===== config.mk =====
export PLATFORM = sky130hd
export DESIGN_NAME = tug_of_war_match
export DESIGN_NICKNAME = d
export VERILOG_FILES = /design/src/rtl/tug_of_war_match.sv
export SDC_FILE = /design/constraint.sdc
export NUM_CORES = 1
export LEC_CHECK = 0
export BUFFER_PORTS_ARGS = -buffer_cell sky130_fd_sc_hd__buf_2
export CAP_MARGIN = 20
export CORE_ASPECT_RATIO = 1.25
export CORE_MARGIN = 2
export CORE_UTILIZATION = 34
export CTS_CLUSTER_SIZE = 28
export DETAILED_ROUTE_END_ITERATION = 7
export MAX_ROUTING_LAYER = met4
export RECOVER_POWER = 50
export SETUP_SLACK_MARGIN = 0.5
export SYNTH_ARGS = -nofsm -noshare
export SYNTH_HDL_FRONTEND = slang
export SYNTH_SLANG_ARGS = --single-unit

===== constraint.sdc =====
create_clock -name clk -period 2.4 [get_ports clk]
set_input_delay 0.48 -clock clk [delete_from_list [all_inputs] [get_ports clk]]
set_output_delay 0.48 -clock clk [all_outputs]
set_load 0.1 [all_outputs]

===== src/rtl/tug_of_war_match.sv =====
// -----------------------------------------------------------------------------
// tug_of_war_match
//
// Best-of-N tug-of-war match engine. Two players pull a one-hot "rope"
// position across NUM_LEDS lights. Reaching the far end on your side scores
// a point. After each point there is a short dead gap, then the rope returns
// to the centre. The first player to WIN_SCORE points wins the match, and
// the engine then holds in a match-over state until reset.
//
// The left player is either a second human (mode=1) or a rate-limited LFSR
// computer opponent (mode=0) whose press probability is set by sw_level.
//
// Ports:
//   clk        system clock
//   reset      asynchronous, active-low reset (0 = reset)
//   key_r      right-player button, raw, active-low
//   key_l      left-player button, raw, active-low (used only when mode=1)
//   mode       0 = human (right) vs computer (left), 1 = human vs human
//   sw_level   computer strength; higher values press more often
//   led        one-hot rope position, led[NUM_LEDS-1] is leftmost;
//              all zero during the gap, all ones when the match is over
//   score_l    left points
//   score_r    right points
//   match_over high once a player has reached WIN_SCORE
//   winner     0 = left, 1 = right; meaningful only while match_over=1
//
// Press handshake: each key produces a single-cycle press pulse on the
// synchronised 1->0 transition. A pulse is consumed in the cycle it is high;
// there is no back-pressure, so a pulse arriving in GAP or OVER is dropped.
// -----------------------------------------------------------------------------
module tug_of_war_match #(
    parameter int NUM_LEDS    = 9,
    parameter int SCORE_W     = 3,
    parameter int WIN_SCORE   = 7,
    parameter int LFSR_W      = 10,
    parameter int CPU_DIV     = 16,
    parameter int GAP_CYCLES  = 8,
    parameter int SYNC_STAGES = 2
) (
    input  logic                clk,
    input  logic                reset,
    input  logic                key_r,
    input  logic                key_l,
    input  logic                mode,
    input  logic [LFSR_W-1:0]   sw_level,
    output logic [NUM_LEDS-1:0] led,
    output logic [SCORE_W-1:0]  score_l,
    output logic [SCORE_W-1:0]  score_r,
    output logic                match_over,
    output logic                winner
);

    localparam int POS_W = (NUM_LEDS > 1) ? $clog2(NUM_LEDS) : 1;
    localparam int GAP_W = $clog2(GAP_CYCLES + 1);
    localparam int DIV_W = $clog2(CPU_DIV + 1);

    localparam logic [POS_W-1:0]    POS_C      = POS_W'((NUM_LEDS - 1) / 2);
    localparam logic [POS_W-1:0]    POS_MAX    = POS_W'(NUM_LEDS - 1);
    localparam logic [SCORE_W-1:0]  WIN        = SCORE_W'(WIN_SCORE);
    localparam logic [GAP_W-1:0]    GAP_LAST   = GAP_W'(GAP_CYCLES - 1);
    localparam logic [DIV_W-1:0]    DIV_LAST   = DIV_W'(CPU_DIV - 1);
    localparam logic [NUM_LEDS-1:0] LED_CENTRE = NUM_LEDS'(1) << POS_C;

    // Maximal-length Fibonacci tap sets (1-based tap positions) by width.
    function automatic logic [31:0] tap_mask(input int w);
        logic [31:0] m;
        m = 32'd0;
        case (w)
            2:       m = (32'd1 << 1) | (32'd1 << 0);
            3:       m = (32'd1 << 2) | (32'd1 << 1);
            4:       m = (32'd1 << 3) | (32'd1 << 2);
            5:       m = (32'd1 << 4) | (32'd1 << 2);
            6:       m = (32'd1 << 5) | (32'd1 << 4);
            7:       m = (32'd1 << 6) | (32'd1 << 5);
            8:       m = (32'd1 << 7) | (32'd1 << 5) | (32'd1 << 4) | (32'd1 << 3);
            9:       m = (32'd1 << 8) | (32'd1 << 4);
            10:      m = (32'd1 << 9) | (32'd1 << 6);
            11:      m = (32'd1 << 10) | (32'd1 << 8);
            12:      m = (32'd1 << 11) | (32'd1 << 5) | (32'd1 << 3) | (32'd1 << 0);
            13:      m = (32'd1 << 12) | (32'd1 << 3) | (32'd1 << 2) | (32'd1 << 0);
            14:      m = (32'd1 << 13) | (32'd1 << 4) | (32'd1 << 2) | (32'd1 << 0);
            15:      m = (32'd1 << 14) | (32'd1 << 13);
            default: m = (32'd1 << 15) | (32'd1 << 14) | (32'd1 << 12) | (32'd1 << 3);
        endcase
        return m;
    endfunction

    localparam logic [LFSR_W-1:0] TAPS = LFSR_W'(tap_mask(LFSR_W));

    typedef enum logic [1:0] {
        ST_PLAY = 2'd0,
        ST_GAP  = 2'd1,
        ST_OVER = 2'd2
    } state_t;

    // ---------------- key synchronisers and edge detect ----------------
    logic [SYNC_STAGES-1:0] r_sync_r, r_sync_l;
    logic                   r_prev_r, r_prev_l;
    logic                   r_press_r, r_press_l;

    always_ff @(posedge clk or negedge reset) begin
        if (!reset) begin
            r_sync_r  <= '1;
            r_sync_l  <= '1;
            r_prev_r  <= 1'b1;
            r_prev_l  <= 1'b1;
            r_press_r <= 1'b0;
            r_press_l <= 1'b0;
        end else begin
            r_sync_r[0] <= key_r;
            r_sync_l[0] <= key_l;
            for (int i = 1; i < SYNC_STAGES; i++) begin
                r_sync_r[i] <= r_sync_r[i-1];
                r_sync_l[i] <= r_sync_l[i-1];
            end
            r_prev_r  <= r_sync_r[SYNC_STAGES-1];
            r_prev_l  <= r_sync_l[SYNC_STAGES-1];
            // Falling edge of the synchronised key: high for exactly one
            // cycle however long the key is held.
            r_press_r <= r_prev_r & ~r_sync_r[SYNC_STAGES-1];
            r_press_l <= r_prev_l & ~r_sync_l[SYNC_STAGES-1];
        end
    end

    // ---------------- computer opponent ----------------
    logic [LFSR_W-1:0] r_lfsr;
    logic [DIV_W-1:0]  r_div;
    logic              r_cpu_press;
    logic              w_lfsr_fb;

    assign w_lfsr_fb = ^(r_lfsr & TAPS);

    always_ff @(posedge clk or negedge reset) begin
        if (!reset) begin
            r_lfsr      <= LFSR_W'(1);
            r_div       <= '0;
            r_cpu_press <= 1'b0;
        end else begin
            r_lfsr <= {r_lfsr[LFSR_W-2:0], w_lfsr_fb};
            if (r_div == DIV_LAST) begin
                r_div       <= '0;
                r_cpu_press <= (r_lfsr < sw_level);
            end else begin
                r_div       <= r_div + DIV_W'(1);
                r_cpu_press <= 1'b0;
            end
        end
    end

    // ---------------- match FSM ----------------
    state_t              r_state, w_state_n;
    logic [POS_W-1:0]    r_pos, w_pos_n;
    logic [GAP_W-1:0]    r_gap_cnt, w_gap_n;
    logic [SCORE_W-1:0]  r_score_l, r_score_r, w_score_l_n, w_score_r_n;
    logic                r_winner, w_winner_n;
    logic [NUM_LEDS-1:0] r_led, w_led_n;
    logic                r_match_over;
    logic                w_l, w_r;

    assign w_l = mode ? r_press_l : r_cpu_press;
    assign w_r = r_press_r;

    always_ff @(posedge clk or negedge reset) begin
        if (!reset) begin
            r_state      <= ST_PLAY;
            r_pos        <= POS_C;
            r_gap_cnt    <= '0;
            r_score_l    <= '0;
            r_score_r    <= '0;
            r_winner     <= 1'b0;
            r_led        <= LED_CENTRE;
            r_match_over <= 1'b0;
        end else begin
            r_state      <= w_state_n;
            r_pos        <= w_pos_n;
            r_gap_cnt    <= w_gap_n;
            r_score_l    <= w_score_l_n;
            r_score_r    <= w_score_r_n;
            r_winner     <= w_winner_n;
            r_led        <= w_led_n;
            r_match_over <= (w_state_n == ST_OVER);
        end
    end

    always_comb begin
        w_state_n   = r_state;
        w_pos_n     = r_pos;
        w_gap_n     = r_gap_cnt;
        w_score_l_n = r_score_l;
        w_score_r_n = r_score_r;
        w_winner_n  = r_winner;
        w_led_n     = '0;

        case (r_state)
            ST_PLAY: begin
                if (w_l && !w_r) begin
                    if (r_pos == POS_MAX) begin
                        w_score_l_n = r_score_l + SCORE_W'(1);
                        w_pos_n     = POS_C;
                        w_gap_n     = '0;
                        if (w_score_l_n == WIN) begin
                            w_state_n  = ST_OVER;
                            w_winner_n = 1'b0;
                        end else begin
                            w_state_n  = ST_GAP;
                        end
                    end else begin
                        w_pos_n = r_pos + POS_W'(1);
                    end
                end else if (w_r && !w_l) begin
                    if (r_pos == '0) begin
                        w_score_r_n = r_score_r + SCORE_W'(1);
                        w_pos_n     = POS_C;
                        w_gap_n     = '0;
                        if (w_score_r_n == WIN) begin
                            w_state_n  = ST_OVER;
                            w_winner_n = 1'b1;
                        end else begin
                            w_state_n  = ST_GAP;
                        end
                    end else begin
                        w_pos_n = r_pos - POS_W'(1);
                    end
                end
            end
            ST_GAP: begin
                if (r_gap_cnt == GAP_LAST) begin
                    w_state_n = ST_PLAY;
                    w_gap_n   = '0;
                    w_pos_n   = POS_C;
                end else begin
                    w_gap_n = r_gap_cnt + GAP_W'(1);
                end
            end
            ST_OVER: begin
                // Frozen until reset.
            end
            default: begin
                w_state_n = ST_PLAY;
                w_pos_n   = POS_C;
                w_gap_n   = '0;
            end
        endcase

        // The display is registered from the next-state values so it
        // changes on the same edge as the state it reflects.
        case (w_state_n)
            ST_OVER: w_led_n = '1;
            ST_GAP:  w_led_n = '0;
            default: w_led_n = NUM_LEDS'(1) << w_pos_n;
        endcase
    end

    assign led        = r_led;
    assign score_l    = r_score_l;
    assign score_r    = r_score_r;
    assign match_over = r_match_over;
    assign winner     = r_winner;

endmodule

# == Word level (Yosys, flattened, before mapping) ==
# Index checks and enable logic that the tools add are counted.
# word_totals
ff_bits,51
inputBits,15
out_inout_bits,17
elab_cells,89
# op_classes
addsub,6
magnitude_cmp,1
eq_ne,14
n_shift,1
mux,30
bitwise_logic,6
n_reduce_logical,14
# op_table
operator,n
4-bit two-way mux,10
4-bit one-hot mux with 3 select lines,2
9-bit one-hot mux with 2 select lines,1
2-bit two-way mux,7
10-bit < comparator,1
10-bit parity,1
3-bit != test (second input constant),3
1-bit by 4-bit << shifter with 9-bit output (first input constant),1
4-bit by 1-bit adder with 4-bit output (second input constant),2
1-bit two-way mux,8
4-bit AND reduction,2
3-bit by 1-bit adder with 3-bit output (second input constant),2
3-bit equality test (second input constant),2
2-bit one-hot mux with 3 select lines,1
6-bit AND reduction,1
2-bit nonzero test,3
5-bit by 1-bit adder with 5-bit output (second input constant),1
5-bit by 4-bit equality test with 1-bit output (second input constant),1
5-bit two-way mux,1
2-bit by 1-bit equality test with 1-bit output (second input constant),2
2-bit equality test (second input constant),2
4-bit by 3-bit equality test with 1-bit output (second input constant),1
4-bit equality test (second input constant),1
4-bit zero test,1
8 further kinds,15

# == Depth between registers and ports, before layout ==
# logic_depth
ltp_word,9
mapped_depth,12

# == Least setup slack after synthesis ==
# OpenSTA, ideal clock, no wires.
# synth_path
kind,register -> register
startpoint,"register r_score_r[0], in the netlist score_r[0]"
endpoint,"register r_led[4], in the netlist led[4]"
t_arrival_ns,2.716
required_time_ns,2.309
setup_slack_ns,-0.407
stages_incl_launch_ff,11
synth_period_minus_slack_ns,2.807
path_cell_list,dfrtp_1 ha_1 xor2_1 nand2_1 o32ai_1 a21oi_1 nor2_1 ha_1 inv_1 or3b_1 o31ai_1
# synth_between
elab_chain_len,9
word_cells_on_any_way,10
cone_classes,add/sub (1); eq/ne (3); mux (6)
# synth_rtl
element,line_no,source
"start, declared",154,"logic [SCORE_W-1:0] r_score_l, r_score_r, w_score_l_n, w_score_r_n;"
"start signal, assigned",178,r_score_r <= w_score_r_n;
3-bit by 1-bit adder with 3-bit output (*),212,w_score_r_n = r_score_r + SCORE_W'(1);
3-bit equality test (*),215,if (w_score_r_n == WIN) begin
2-bit two-way mux (*),215,
2-bit two-way mux (*),211,if (r_pos == '0) begin
2-bit two-way mux (*),210,end else if (w_r && !w_l) begin
2-bit two-way mux (*),196,if (w_l && !w_r) begin
2-bit one-hot mux with 3 select lines (*),194,case (r_state)
net w_state_n[1],151,"state_t r_state, w_state_n;"
2-bit by 1-bit equality test with 1-bit output or 2-bit equality test (tied branches),247,case (w_state_n)
9-bit one-hot mux with 2 select lines (*),247,
net w_led_n[4],156,"logic [NUM_LEDS-1:0] r_led, w_led_n;"
"end signal, assigned",180,r_led <= w_led_n;
"end, declared",156,
# The timed path passes the listed nets; every way through them passes the cells marked *.
# A chain may end at the register's enable or synchronous reset.

# == Final worst setup path ==
# layout_path
startpoint,register r_cpu_press
endpoint,"register r_led[4], in the netlist led[4]"
# layout_between
elab_chain_len,8
word_cells_on_any_way,14
cone_classes,eq/ne (2); shift (1); mux (8); reduce/logical (3)
# layout_rtl
element,line_no,source
"start, declared",128,logic r_cpu_press;
"start signal, assigned",142,r_cpu_press <= (r_lfsr < sw_level);
1-bit two-way mux (*),160,assign w_l = mode ? r_press_l : r_cpu_press;
1-bit zero test,210,
1-bit logical AND,210,
2-bit two-way mux or 4-bit two-way mux (tied branches),210,
2-bit two-way mux or 4-bit two-way mux (tied branches),196,
2-bit one-hot mux with 3 select lines or 4-bit one-hot mux with 3 select lines (tied branches),194,
"2-bit by 1-bit equality test with 1-bit output, or another cell as far along",247,
9-bit one-hot mux with 2 select lines (*),247,
net w_led_n[4],156,
# Marked as above.

==> metrics.txt <==
Ys Warns=0; vias in the first global route=1842; Total Routed Length=4650 µm; clk_lat worst skew=0.30 ns; drt via density=4.82; Crit path max-delay family=simple AND/OR/NAND/NOR gates; Final WS setup=0.0145 ns; distinct cell type count of the synthesized netlist=46; Die Area=7890 µm²; CTS buffer count=5; Critical Path RT=around 2.6 ns; post-layout util=45.8%; Final Skew=0.00646 ns; clk sinks=approximately 50; met3 Usage GRT=3.85%; Synth Flop Type=dfrtp_1; sequential area share after synthesis=52.6%; gr busiest metal=met2; post-synthesis async set-or-reset flop share=100%; startpoint types=flip-flop; worst vdd ir=0.000481 V; Nets=between 300 and 400; DRT antenna net count=0; Hold Slack=0.272 ns; initial antenna violation count=0; drt initial violations=102; CTS tree=yes; clock root buffer=clkbuf_8; CP Class=reg2reg; Netlist Area Pre-Place=2450 µm²; post-detail-place hpwl=3270 µm; RSZ-0062 raised after global routing=true; Synth-to-Final Area Change=30.6%; final hold violation count=0; site row count=34; Slowest cell on crit path=dfrtp_1; CP Data Arrival Time=~2.6 ns; Relative slew margins=roughly 18%; H-tree levels=2; # setup viols final=0; # DRC=0; Yosys reg bits=51; Fin Setup TNS=0 ns; All-Layer GR Usage=13.6%; number of synthesized flops with an enable pin=0; grt met1 use=16.1%; final weighted congestion in routability-driven placement=around 0.80; largest fanout on the critical path=4; Syn Inst Count=about 220; met2 Use GR=22.4%; hold_buf cts=0; die width=79.9 µm; Avg WL per Cell=12.6 µm; GR Overflow Total=0; Max Buffers Root-to-Sink=2; clock-pin slew on the worst setup and hold paths=0.09 ns; Antenna diodes=0; largest net degree at the start of global routing=52; clock period minus worst slack=2.39 ns; core area=around 7000 µm²; fmax=0.419 GHz; first-pass GRT wire length=8270 µm; drt first pass iters=4; Pwr Density=~1100 nW/µm²; Initial Utilization=35.1%; layout cell share with drive strength beyond 1=~39%; Crit. End Element=flip-flop; max-cap check violation count=0; Synth top area share=43.0%; crit path cell chain=mux2i_4, inv_2, ha_4, nand2b_4, nor2_2, a32oi_1, o21a_1, ha_4, inv_2, or3b_4, o31ai_2; Leak=about 1.6 nW; status=complete, no violations; PortBufs=31; Via Count=1783; chip height=98.8 µm; Syn Area/Cell=roughly 11 µm²; syn nets=258; CP peak stage delay=0.40 ns; Slew @ Worst Pin=1.23 ns; dpl ws=-0.273 ns; path type of the worst min-delay path=in2reg; Critical path buffers and inverters=2; largest area contributor in the netlist=dfrtp_1; Synth area leaders=dfrtp_1, ha_1, dfstp_2, inv_1, o31ai_1; I/O pin cnt=32; Max Slew Vio Count=0; Period Utilization, post-route=between 90 and 100%
[cells by family (layout without fill, tap and decap cells)]
group	after synthesis	count (layout)	share of synthesized area [%]
AND/OR/NAND/NOR	59	59	12.6
multiplexers	2	2	0.818
AO/OA/AOI/OAI	51	51	14.9
flip-flops	51	51	52.6
XOR/XNOR	10	10	3.58
buffers and inverters	28	86	4.71
adder cells (fa/ha/maj)	21	21	10.7
[per-stage QoR]
step                      area (µm²)  cells  total power [mW]
after floorplan                 2530    222              2.30
after global placement          2890    355              2.69
after detailed placement        2890    355              2.70
after CTS                       3120    367              3.51
after global routing            3200    370              3.81
final                           3200    370              3.58
[worst paths after layout]
kind	from	endpoint	slack, ns	cells past startpoint
min in group asynchronous	reset	led[8]	0.51	2
worst max-delay path	r_cpu_press	led[4]	0.01	11
max in group asynchronous	reset	score_l[0]	1.00	2
worst max register to register	r_cpu_press	led[4]	0.01	11
worst min register to register	r_sync_r[0]	r_sync_r[1]	0.36	0
worst min-delay path	key_r	r_sync_r[0]	0.27	1
[flip-flops by register name, indices dropped and copies added (netlist names)]
| name | flops |
|---|---|
| r_prev_r | 1 |
| r_prev_l | 1 |
| r_div | 5 |
| score_r | 3 |
| r_gap_cnt | 4 |
| led | 9 |
| r_pos | 4 |
| score_l | 3 |
| winner | 1 |
| r_press_r | 1 |
| r_lfsr | 10 |
| match_over | 1 |
| r_press_l | 1 |
| r_sync_r | 2 |
| r_cpu_press | 1 |
| r_sync_l | 2 |
| r_state | 2 |
[cell type report]
cell class | count | area [µm²]
fill | 658 | 3780
sequential | 51 | 1310
multi-input combinational | 143 | 1220
timing repair buffer | 55 | 337
tap | 90 | 113
inverter | 23 | 86.3
clock buffer | 6 | 72.6
clock inverter | 2 | 60.1
[repair_timing]
item / CTS / global route
gates resized for setup: 13 / 11
pin swaps: 12 / 8
hold endpoints to repair: 0 / 0
setup endpoints to repair: 14 / 14
buffers inserted: 4 / 3
cloned: 0 / 0
[placed cells by master, fill, tap and decap left out, types with 2 or more instances in the layout]
cell / instances
a21o_1: 2
a21oi_1: 5
a31oi_1: 4
and3_1: 2
buf_2: 31
buf_4: 22
bufinv_16: 2
clkbuf_8: 5
dfrtp_1: 36
dfrtp_2: 2
dfrtp_4: 4
dfstp_2: 8
ha_1: 16
ha_4: 4
inv_1: 19
inv_2: 4
nand2_1: 14
nand2_2: 2
nand2b_1: 5
nand3_1: 5
nand4_1: 2
nor2_1: 6
nor2_2: 2
nor2b_1: 6
nor3_1: 3
o21a_1: 2
o21ai_0: 12
o21ai_1: 2
o31ai_1: 6
o31ai_2: 3
xnor2_1: 4
xor2_1: 5
[power breakdown]
part           switching [mW]  total, mW  leakage [nW]  internal (mW)
Sequential              0.170       1.20         0.646           1.03
Clock                   0.276      0.692        0.0654          0.417
Combinational            1.09       1.69         0.842          0.595
[synthesized netlist by cell type (3+ instances only)]
| cell | number |
|---|---|
| dfstp_2 | 9 |
| o21ai_0 | 12 |
| a31oi_1 | 5 |
| a21oi_1 | 6 |
| nor2_1 | 8 |
| nand2b_1 | 6 |
| dfrtp_1 | 42 |
| o31ai_1 | 10 |
| ha_1 | 21 |
| nand2_1 | 17 |
| xnor2_1 | 4 |
| nor3_1 | 3 |
| xor2_1 | 6 |
| inv_1 | 21 |
| nand3_1 | 6 |
| nor2b_1 | 7 |
[per-layer routing]
layer  up-vias  part of all wire [%]
met1       862                    43
met2        33                    52
met3         8                   3.7
met5         -                     0
li1        880                     -
met4         0                   1.4
Power figures use the tool's default switching activity.
